### src/rtl/pc_unit.sv
// Program counter with IDLE/RUN/DONE sequencing and a writable branch-target table.
// Latency: pc_o registered (branch target one cycle after the branch); taken_o combinational.
// Backpressure: stall_i freezes pc_o and masks halt/branch; optional RUN-cycle counter under PC_UNIT_CYCLE_CNT_EN.
module pc_unit #(
    parameter int                  PC_W       = 10,
    parameter int                  LUT_DEPTH  = 16,
    parameter logic [PC_W-1:0]     START_ADDR = '0,
    localparam int                 IDX_W      = (LUT_DEPTH > 1) ? $clog2(LUT_DEPTH) : 1
) (
    input  logic             clk,
    input  logic             rst_n,
    input  logic             start_i,
    input  logic             stall_i,
    input  logic             halt_i,
    input  logic             branch_i,
    input  logic             one_i,
    input  logic [IDX_W-1:0] lut_idx_i,
    input  logic             lut_we_i,
    input  logic [IDX_W-1:0] lut_waddr_i,
    input  logic [PC_W-1:0]  lut_wdata_i,
    output logic [PC_W-1:0]  pc_o,
    output logic             taken_o,
    output logic             running_o,
    output logic             done_o,
    output logic [15:0]      cycle_cnt_o
);

    localparam logic [1:0] ST_IDLE = 2'd0;
    localparam logic [1:0] ST_RUN  = 2'd1;
    localparam logic [1:0] ST_DONE = 2'd2;

    logic [1:0]      r_state;
    logic [1:0]      w_state_nxt;
    logic [PC_W-1:0] r_pc;
    logic [PC_W-1:0] w_pc_nxt;
    logic [PC_W-1:0] r_lut [LUT_DEPTH];
    logic [PC_W-1:0] w_target;
    logic            w_active;
    logic            w_taken;

    assign w_active = (r_state == ST_RUN) && !stall_i;
    assign w_taken  = w_active && !halt_i && branch_i && one_i;
    // Out-of-range indices (non power-of-two depth) read as zero rather than X.
    assign w_target = (int'(lut_idx_i) < LUT_DEPTH) ? r_lut[lut_idx_i] : '0;

    always_comb begin
        w_state_nxt = r_state;
        w_pc_nxt    = r_pc;
        case (r_state)
            ST_IDLE: begin
                if (start_i) begin
                    w_state_nxt = ST_RUN;
                    w_pc_nxt    = START_ADDR;
                end
            end
            ST_RUN: begin
                if (!stall_i) begin
                    if (halt_i)
                        w_state_nxt = ST_DONE;
                    else if (w_taken)
                        w_pc_nxt = w_target;
                    else
                        w_pc_nxt = r_pc + 1'b1;
                end
            end
            ST_DONE: begin
                if (!start_i)
                    w_state_nxt = ST_IDLE;
            end
            default: begin
                w_state_nxt = ST_IDLE;
            end
        endcase
    end

    always_ff @(posedge clk or negedge rst_n) begin
        if (!rst_n) begin
            r_state <= ST_IDLE;
            r_pc    <= START_ADDR;
        end else begin
            r_state <= w_state_nxt;
            r_pc    <= w_pc_nxt;
        end
    end

    // Reads above see the pre-write entry, so a same-cycle write lands after the branch uses it.
    always_ff @(posedge clk or negedge rst_n) begin
        if (!rst_n) begin
            for (int i = 0; i < LUT_DEPTH; i++)
                r_lut[i] <= '0;
        end else if (lut_we_i && (int'(lut_waddr_i) < LUT_DEPTH)) begin
            r_lut[lut_waddr_i] <= lut_wdata_i;
        end
    end

`ifdef PC_UNIT_CYCLE_CNT_EN
    logic [15:0] r_cycle_cnt;

    always_ff @(posedge clk or negedge rst_n) begin
        if (!rst_n)
            r_cycle_cnt <= '0;
        else if ((r_state == ST_IDLE) && start_i)
            r_cycle_cnt <= '0;
        else if ((r_state == ST_RUN) && (r_cycle_cnt != 16'hFFFF))
            r_cycle_cnt <= r_cycle_cnt + 16'd1;
    end

    assign cycle_cnt_o = r_cycle_cnt;
`else
    assign cycle_cnt_o = '0;
`endif

    assign pc_o      = r_pc;
    assign taken_o   = w_taken;
    assign running_o = (r_state == ST_RUN);
    assign done_o    = (r_state == ST_DONE);

endmodule

### config.mk
export PLATFORM = sky130hd
export DESIGN_NAME = pc_unit
export DESIGN_NICKNAME = d
export VERILOG_FILES = /design/src/rtl/pc_unit.sv
export SDC_FILE = /design/constraint.sdc
export NUM_CORES = 1
export LEC_CHECK = 0
export ABC_AREA = 0
export BUFFER_PORTS_ARGS = -buffer_cell sky130_fd_sc_hd__buf_2
export CAP_MARGIN = 20
export CORE_MARGIN = 2
export CORE_UTILIZATION = 25
export CTS_CLUSTER_DIAMETER = 40
export DETAILED_ROUTE_END_ITERATION = 16
export PLACE_DENSITY = 0.37
export SLEW_MARGIN = 40
export SYNTH_ARGS = -nofsm -noshare
export SYNTH_HDL_FRONTEND = slang
export SYNTH_SLANG_ARGS = --single-unit
### constraint.sdc
create_clock -name clk -period 3.6 [get_ports clk]
set_input_delay 0.54 -clock clk [delete_from_list [all_inputs] [get_ports clk]]
set_output_delay 0.54 -clock clk [all_outputs]
set_load 0.1 [all_outputs]
# After elaboration in Yosys (flattened, before gate mapping)
# Index checks and enable logic that the tools add are counted.
[totals] ff_bits=172 wordCells=58
[classes] addsub=1 order_cmp=3 n_eq_ne=7 n_mux=16 bitwise=2 reduce_logical=11
[op_table] cell="$bwmux 160" count=1
[op_table] cell="$mux 10" count=7
[op_table] cell="$bmux 10 s4" count=1
[op_table] cell="$demux 10 s4" count=1
[op_table] cell="$pmux 10 s2" count=1
[op_table] cell="$add 10x1->10 const B" count=1
[op_table] cell="$ge 5x5->1 const B" count=2
[op_table] cell="$ne 2x2->1 const B" count=5
[op_table] cell="$not 4->5" count=2
[op_table] cell="$mux 2" count=4
[op_table] cell="$reduce_and 4->1" count=2
[op_table] cell="$pmux 2 s3" count=1
[op_table] cell="$logic_and 1x1->1" count=5
[op_table] cell="$lt 5x1->1 const B" count=1
[op_table] cell="$eq 2x1->1 const B" count=1
[op_table] cell="$eq 2x2->1 const B" count=1
[op_table] cell="$logic_not 1->1" count=2
[op_table] cell="$logic_not 2->1" count=1
[op_table] cell="$reduce_bool 2->1" count=1

# Depth between registers and ports, before layout
# Gate-level depths: netlist of run 1.
[logic_depth] ltp_word=9 mapped_depth=8 depth_no_buf=6

# Worst setup path before layout of run 1
# Ideal clock, no wire load.
[synth_timing] path_kind="input to register" from="input halt_i" to="register r_pc[1], in the netlist pc_o[1]" setup_ps=78 arrival_ps=3193 t_required_ps=3522 setup_slack_ps=329 stages=5 n_path_buf=0 path_cell_list="or4b_4 -> nor2_1 -> nand2_1 -> o221ai_1 -> o21bai_1"
[synth_via] elab_chain_len=8
[synth_lines] item="from (decl)" line_no="14" rtl="input logic halt_i,"
[synth_lines] item="$logic_not 1->1" line_no="42" rtl="assign w_taken = w_active && !halt_i && branch_i && one_i;"
[synth_lines] item="$logic_and 1x1->1 (3 in a row)" line_no="42"
[synth_lines] item="named net taken_o" line_no="22" rtl="output logic taken_o,"
[synth_lines] item="$mux 10" line_no="60" rtl="else if (w_taken)"
[synth_lines] item="$mux 10" line_no="58" rtl="if (halt_i)"
[synth_lines] item="$mux 10" line_no="57" rtl="if (!stall_i) begin"
[synth_lines] item="$pmux 10 s2" line_no="49" rtl="case (r_state)"
[synth_lines] item="to (signal assigned)" line_no="82" rtl="r_pc <= w_pc_nxt;"
[synth_lines] item="to (decl)" line_no="34" rtl="logic [PC_W-1:0] r_pc;"
# The timed path passes the listed nets, and every way through them passes these cells. The select of a mux whose other input is x is not followed.
# A chain may end at the register's enable or synchronous reset.

# Worst setup path after layout of run 1
[layout_timing] from="register r_state[1]" to="output taken_o"
[layout_via] elab_chain_len=5
[layout_lines] item="from (decl)" line_no="32" rtl="logic [1:0] r_state;"
[layout_lines] item="from (signal assigned)" line_no="81" rtl="r_state <= w_state_nxt;"
[layout_lines] item="$eq 2x1->1" line_no="41" rtl="assign w_active = (r_state == ST_RUN) && !stall_i;"
[layout_lines] item="$logic_and 1x1->1" line_no="41"
[layout_lines] item="$logic_and 1x1->1 (3 in a row)" line_no="42"
[layout_lines] item="to (decl)" line_no="22"
# Every way passes these cells.

==> metrics.txt, run 1 <==
status=finished clean; register area share after synthesis=between 50% and 60%; share of synthesized registers carrying an async set or reset=100.0%; leakage=around 4.0 nW; post-CTS setup buffer count=0; top-area cell type share of the netlist area=between 50 and 60%; Syn Area/Cell=between 10 and 15 um2; largest net degree at the start of global routing=between 90 and 100; ANT cells=0; layout cells sized above 1=48.69%; setup_tns=0 ns; fin area=9423 um2; Crit Path Class=flip-flop to output pin; Setup WS pre-CTS=between 0.9 and 1 ns; first-pass iteration count of the detailed router=4; Slew Limit Fails=0; startpoint types=flip-flop; DRC viols=0; total die area=between 30000 and 40000 um2; Clock Latency Late Sink=~0.44 ns; worst hold slack=between 0.1 and 0.15 ns; Synth Warn #=0; Syn Inst Count=about 550; final hold viol count=0; first-pass GRT wire length=34290 um; total global-route track usage=14.15%; critical path's top delay family=simple AND/OR/NAND/NOR gates; I/O pin cnt=between 50 and 60; Post-Syn Area=between 8000 and 9000 um2; Worst Tran Pin Value=0.7376 ns; PortBufs=38; CTS tree=done; Detailed Place HPWL=approximately 15000 um; Netlist cell types=40; WL per Instance=between 20 and 25 um; vias=between 4000 and 5000; H-Tree Depth=4; DIE HEIGHT=184.6 um; top_reg_cell synth=dfrtp_1; f_max=339.6 MHz; clock root buffer=clkbuf_16; nets@finish=about 620; DP Area=8886 um2; Initial Utilization=about a quarter; Clk pin slew, worst setup/hold paths=around 0.070 ns; Final Worst Setup Slack=0.6551 ns; max incr delay on CP=between 0.6 and 0.7 ns; CP Buf/Inv Count=1; largest cells by area after synthesis=dfrtp_1 53%, mux2_2 22%, mux4_2 10%; crit path max fanout=7; Final ANT Viol Nets=0; antenna violations before repair=0; Power per Cell Area=just under 600 nW/um2; number of flops mapped to enable cells by yosys=0; Crit-path slowest cell=or4b_4; unrepaired setup endpoints after global routing=no; area of the core=between 30000 and 40000 um2; period utilisation layout=about four fifths; setup violators final=0; Layout area overhead=15.59%; DRT iter0 DRCs=240; Die Wd=roughly 180 um; Synth area leader=dfrtp_1; vias in the first global route=~5100; CTS resizes=0; Max transition margin=between 50% and 60%; Post-CTS Hold Fix Bufs=0; CTS sink count=approximately 170; critical-path cell list=or4b_4 > nor2_1 > buf_2; worst min-delay path category=input port to asynchronous set/reset pin; Placement Rows=66; Post-Route WL=~22000 um; Worst Path Required=between 3 and 4 ns; Fill cells=3241; crit path DAT=~2.4 ns; Period minus WS final=just under 3 ns; clk_skew=roughly 0.011 ns; vias per cell=about 4.5; Longest Clk Path Bufs=2; CTS Buf Count=17; RD Place Congestion=0.7101; post-synthesis register bit count=172; maximum VDD drop=roughly 0.35 mV; grt ovf=0; MaxCap Viol Count=0; crit path capture type=output pin
-- stage by stage --
stage / std cells / power (W) / util (%)
6_report: 1052 / 0.005618 / 29.18
5_1_grt: 1052 / 0.005900 / 29.18
4_1_cts: 1052 / 0.005691 / 29.18
3_5_place_dp: 1020 / 0.003956 / 27.52
3_3_place_gp: 1018 / 0.003908 / 27.42
2_1_floorplan: 567 / 0.003593 / -
-- power by group --
| part | internal [W] | switching (W) |
|---|---|---|
| Clock | 0.000902 | 0.000815 |
| Combinational | 0.000604 | 0.000670 |
| Sequential | 0.00238 | 0.000251 |
-- registers in the layout (all words and copies together), names as in the netlist --
signal,cells
r_lut,160
r_state,2
pc_o,10
-- layer usage --
| layer | GRT usage (%) | routed length (um) | share of wire [%] | vias to the layer above |
|---|---|---|---|---|
| met2 | 23.32 | 11150 | 50 | 80 |
| met3 | 2.430 | 625 | 2.8 | 17 |
| met5 | 0 | 0 | 0 | - |
| met4 | 4.320 | 265 | 1.2 | 0 |
| met1 | 18.98 | 10440 | 46 | 2499 |
| li1 | - | - | - | 2127 |
-- cell usage in the layout (no fill, tap or decap), drive strengths merged, types with 3 or more instances in the layout --
cell type,Yosys,layout
nor2b,5,5
mux2i,27,27
or3,4,4
inv,1,3
nand2,11,11
mux2,162,162
nor3,4,4
nand3b,4,4
nor2,22,22
clkbuf,19,19
and3,3,3
clkinvlp,0,4
dfrtp,172,172
nand2b,3,3
clkinv,0,7
o21ai,13,13
nand3,4,4
nor3b,8,8
buf,26,56
conb,1,16
mux4,37,37
a211oi,6,6
-- layout make-up --
type,instances,area (um2),area share (%)
clock buffers,19,442.9,4.701
clock inverters,13,93.84,0.9959
inverters,1,3.754,0.03984
multi-input cells,349,3657,38.81
flip-flops and latches,172,4304,45.68
well taps,442,553.0,5.869
repair buffers,56,367.9,3.904
-- cell usage after synthesis, drive strengths merged (2+ instances only) --
library cell    n
a211oi          6
and3            3
and4            2
buf            26
clkbuf         19
dfrtp         172
mux2          162
mux2i          27
mux4           37
nand2          11
nand2b          3
nand3           4
nand3b          4
nand4           2
nor2           22
nor2b           5
nor3            4
nor3b           8
o211ai          2
o21ai          13
o21bai          2
or3             4
-- cells by family after synthesis --
kind of cell    count (synthesis)  synth area share (%)
simple gates                   75                 4.989
fa+ha+maj                       1                0.1535
compound gates                 31                 2.855
flops                         172                 52.80
buf+inv                        46                 3.239
mux                           226                 35.92
other cells                     1               0.04600
-- worst reg2reg max path: cells and delay by family, from the launching register on --
family,cells,cell delay [ns]
AOI/OAI and AO/OA,2,0.38
DFF,1,0.45
and+or+nand+nor,3,1.30
-- path summary, 6_finish.rpt --
kind	slack, ns	start	cells past startpoint	end
min	0.10	rst_n	1	r_lut[137]
min reg2reg	0.50	r_lut[95]	1	r_lut[95]
max reg2reg	1.40	r_state[1]	5	pc_o[1]
min in group clk	0.37	start_i	3	r_state[0]
max in group asynchronous	2.62	rst_n	2	r_lut[94]
max	0.66	r_state[1]	3	taken_o
Power figures use the tool's default switching activity.
==> inputs of run 2 (changes only) <==
clock period = 2.74 ns   (was 3.6 ns; I/O delays follow)
==> run 2 against run 1 <==
  * The run now ends with negative hold slack left
  * Setup slack got worse by 0.50 ns
  * Clock skew is 0.0011 ns lower
  * Via count increased by 2.9%
  * Power grew 34%
  * Critical path depth is the same
  * Combinational power up 31%
  * Final area grew 0.97%
  * Die area unchanged
==> metrics.txt, run 2 (same netlist as run 1, synthesis figures left out) <==
Detailed Place HPWL=14540 um (-2.6%); Cell Count Post-Placement=1029 (+0.88%); Finished Core Util=29.47% (+0.28 points); Biggest register=r_lut; Pint=0.005214 W (+34%); Period minus WS final=2.583 ns; RD Place Congestion=0.7362 (+3.7%); Clock Latency Late Sink=0.43 ns (about the same); commonest non-fill, non-tap cell in the layout=dfrtp_1; MaxCap Viol Count=0 (unchanged); total global-route track usage=13.50% (-0.65 points); Switch Pwr=0.002330 W (+34%); clk_skew=0.009480 ns (-0.001081 ns); clock root buffer=clkbuf_16; PortBufs=38 (unchanged); DIE HEIGHT=184.6 um (unchanged); Final Worst Setup Slack=0.1573 ns (-0.4977 ns); CTS sink count=172 (unchanged); Longest Clk Path Bufs=2 (unchanged); Crit-path slowest cell=or4b_4; Slew Limit Fails=0 (unchanged); grt ovf=0 (unchanged); Crit Path Class=flip-flop to output pin; vias per cell=4.577 (+2.0%); Max transition margin=43.62% (-7.1 points); Layout area overhead=16.72%; Gate power share=22.1% (-0.6 points); Setup WS pre-CTS=0.2323 ns (-0.7450 ns); critical-path cell list=or4b_4 > nor2_2 > buf_2; crit path max fanout=7 (unchanged); Clock Power Share=32.2% (+1.6 points); CTS tree=done; CTS Buf Count=17 (unchanged); Final ANT Viol Nets=0 (unchanged); maximum VDD drop=0.4194 mV (+18%); setup violators final=0 (unchanged); I/O pin cnt=55 (unchanged); Clk pin slew, worst setup/hold paths=0.07 ns (about the same); vias=4861 (+2.9%); r2r worst-path depth=5 (unchanged); WL per Instance=20.23 um (-5.3%); unrepaired setup endpoints after global routing=no; vias in the first global route=5252 (+3.8%); final cell count without fillers=1062 (+0.95%); H-Tree Depth=4 (unchanged); Placement Rows=66 (unchanged); period utilisation layout=about 94%; startpoint types=flip-flop; largest net degree at the start of global routing=80 (-15%); Initial Utilization=25.25% (unchanged); post-CTS setup buffer count=0 (unchanged); nets@finish=633 (+1.4%); CTS resizes=0 (unchanged); first-pass iteration count of the detailed router=4 (unchanged); total die area=34070 um2 (unchanged); status=finished, violations left; first-pass GRT wire length=33470 um (-2.4%); worst hold slack=-0.007747 ns (-0.1119 ns); Post-CTS Hold Fix Bufs=0 (unchanged); crit path capture type=output pin; Worst Path Required=2.33 ns (-0.73 ns); sequential share of power=45.7% (-1.0 points); leakage=4.047 nW (+1.7%); Post-Route WL=21480 um (-4.4%); commonest non-fill, non-tap cells in the layout=172 x dfrtp_1, 162 x mux2_2, 37 x mux4_2, 37 x buf_2, 27 x mux2i_1; Die Wd=184.6 um (unchanged); final hold viol count=2 (+2); switch share=30.88% (about the same); max reg flops=160 (unchanged); area of the core=32290 um2 (unchanged); f_max=roughly 390 MHz; antenna violations before repair=1 (+1); layout cells sized above 1=48.63% (-0.062 points); DRT iter0 DRCs=191 (-20%); Worst Tran Pin Value=0.8458 ns (+0.1081 ns); crit path DAT=2.17 ns (-0.23 ns); setup_tns=0 ns (unchanged); DRC viols=0 (unchanged); max incr delay on CP=0.62 ns (about the same); Power per Cell Area=792.9 nW/um2 (+33%); worst min-delay path category=input port to asynchronous set/reset pin; failing checks=negative hold slack
-- run 2: changes by cell type in the layout (fill, tap and decap cells not counted) --
cell        delta
inv_6          +3
clkinvlp_4     -3
nor2_4         -1
nor2_1         +3
or3_1          +2
or3_2          -2
buf_4         +10
bufinv_16      +1
nor2_2         -2
inv_8          +4
diode_2        +1
buf_8          -2
clkinv_2       -4
-- run 2: power by group through the flow --
stage	clock network, W	registers [W]	logic, W
3_3_place_gp	0	0.00347	0.00167
6_report	0.00243	0.00345	0.00167
4_1_cts	0.00252	0.00345	0.00171
5_1_grt	0.00263	0.00353	0.00181
2_1_floorplan	0	0.00357	0.00115
3_5_place_dp	0	0.00350	0.00170
-- run 2: final timing paths --
path	end	slack [ns]	start
worst max-delay path	taken_o	0.16	r_state[1]
worst min-delay path	r_lut[57]	-0.008	rst_n
worst max register to register	pc_o[7]	0.68	r_state[1]
worst min register to register	r_lut[48]	0.50	r_lut[48]
max in group asynchronous	r_lut[104]	1.92	rst_n
min in group clk	r_state[0]	0.26	start_i
-- run 2: critical path: cells and delay by family (launching register included) --
kind	cells	cell delay, ns
buffers and inverters	1	0.47
flip-flops	1	0.44
AND/OR/NAND/NOR	2	0.83
-- run 2: metrics by stage --
stage	power, W	hold WS (ns)	area [um2]
CTS	0.007674	0.05476	9509
global route	0.007967	0.04129	9512
global placement	0.005140	0.4824	8927
detailed placement	0.005198	0.4904	8927
floorplan	0.004721	0.1154	8210
finish	0.007544	-0.007747	9514
-- run 2: layer usage --
layer | wire [um] | track usage [%] | share of wire, %
met1 | 10230 | 18.43 | 48
met4 | 233 | 3.680 | 1.1
met3 | 668 | 2.806 | 3.1
met2 | 10350 | 21.71 | 48
met5 | 0 | 0 | 0
-- run 2: layout make-up --
type | instances | area (um2)
clock inverters | 14 | 152.6
inverters | 1 | 3.754
clock buffers | 18 | 429.2
multi-input cells | 349 | 3642
flip-flops and latches | 172 | 4304
diodes | 1 | 2.502
well taps | 442 | 553.0
fillers | 3250 | 22770
repair buffers | 65 | 426.7
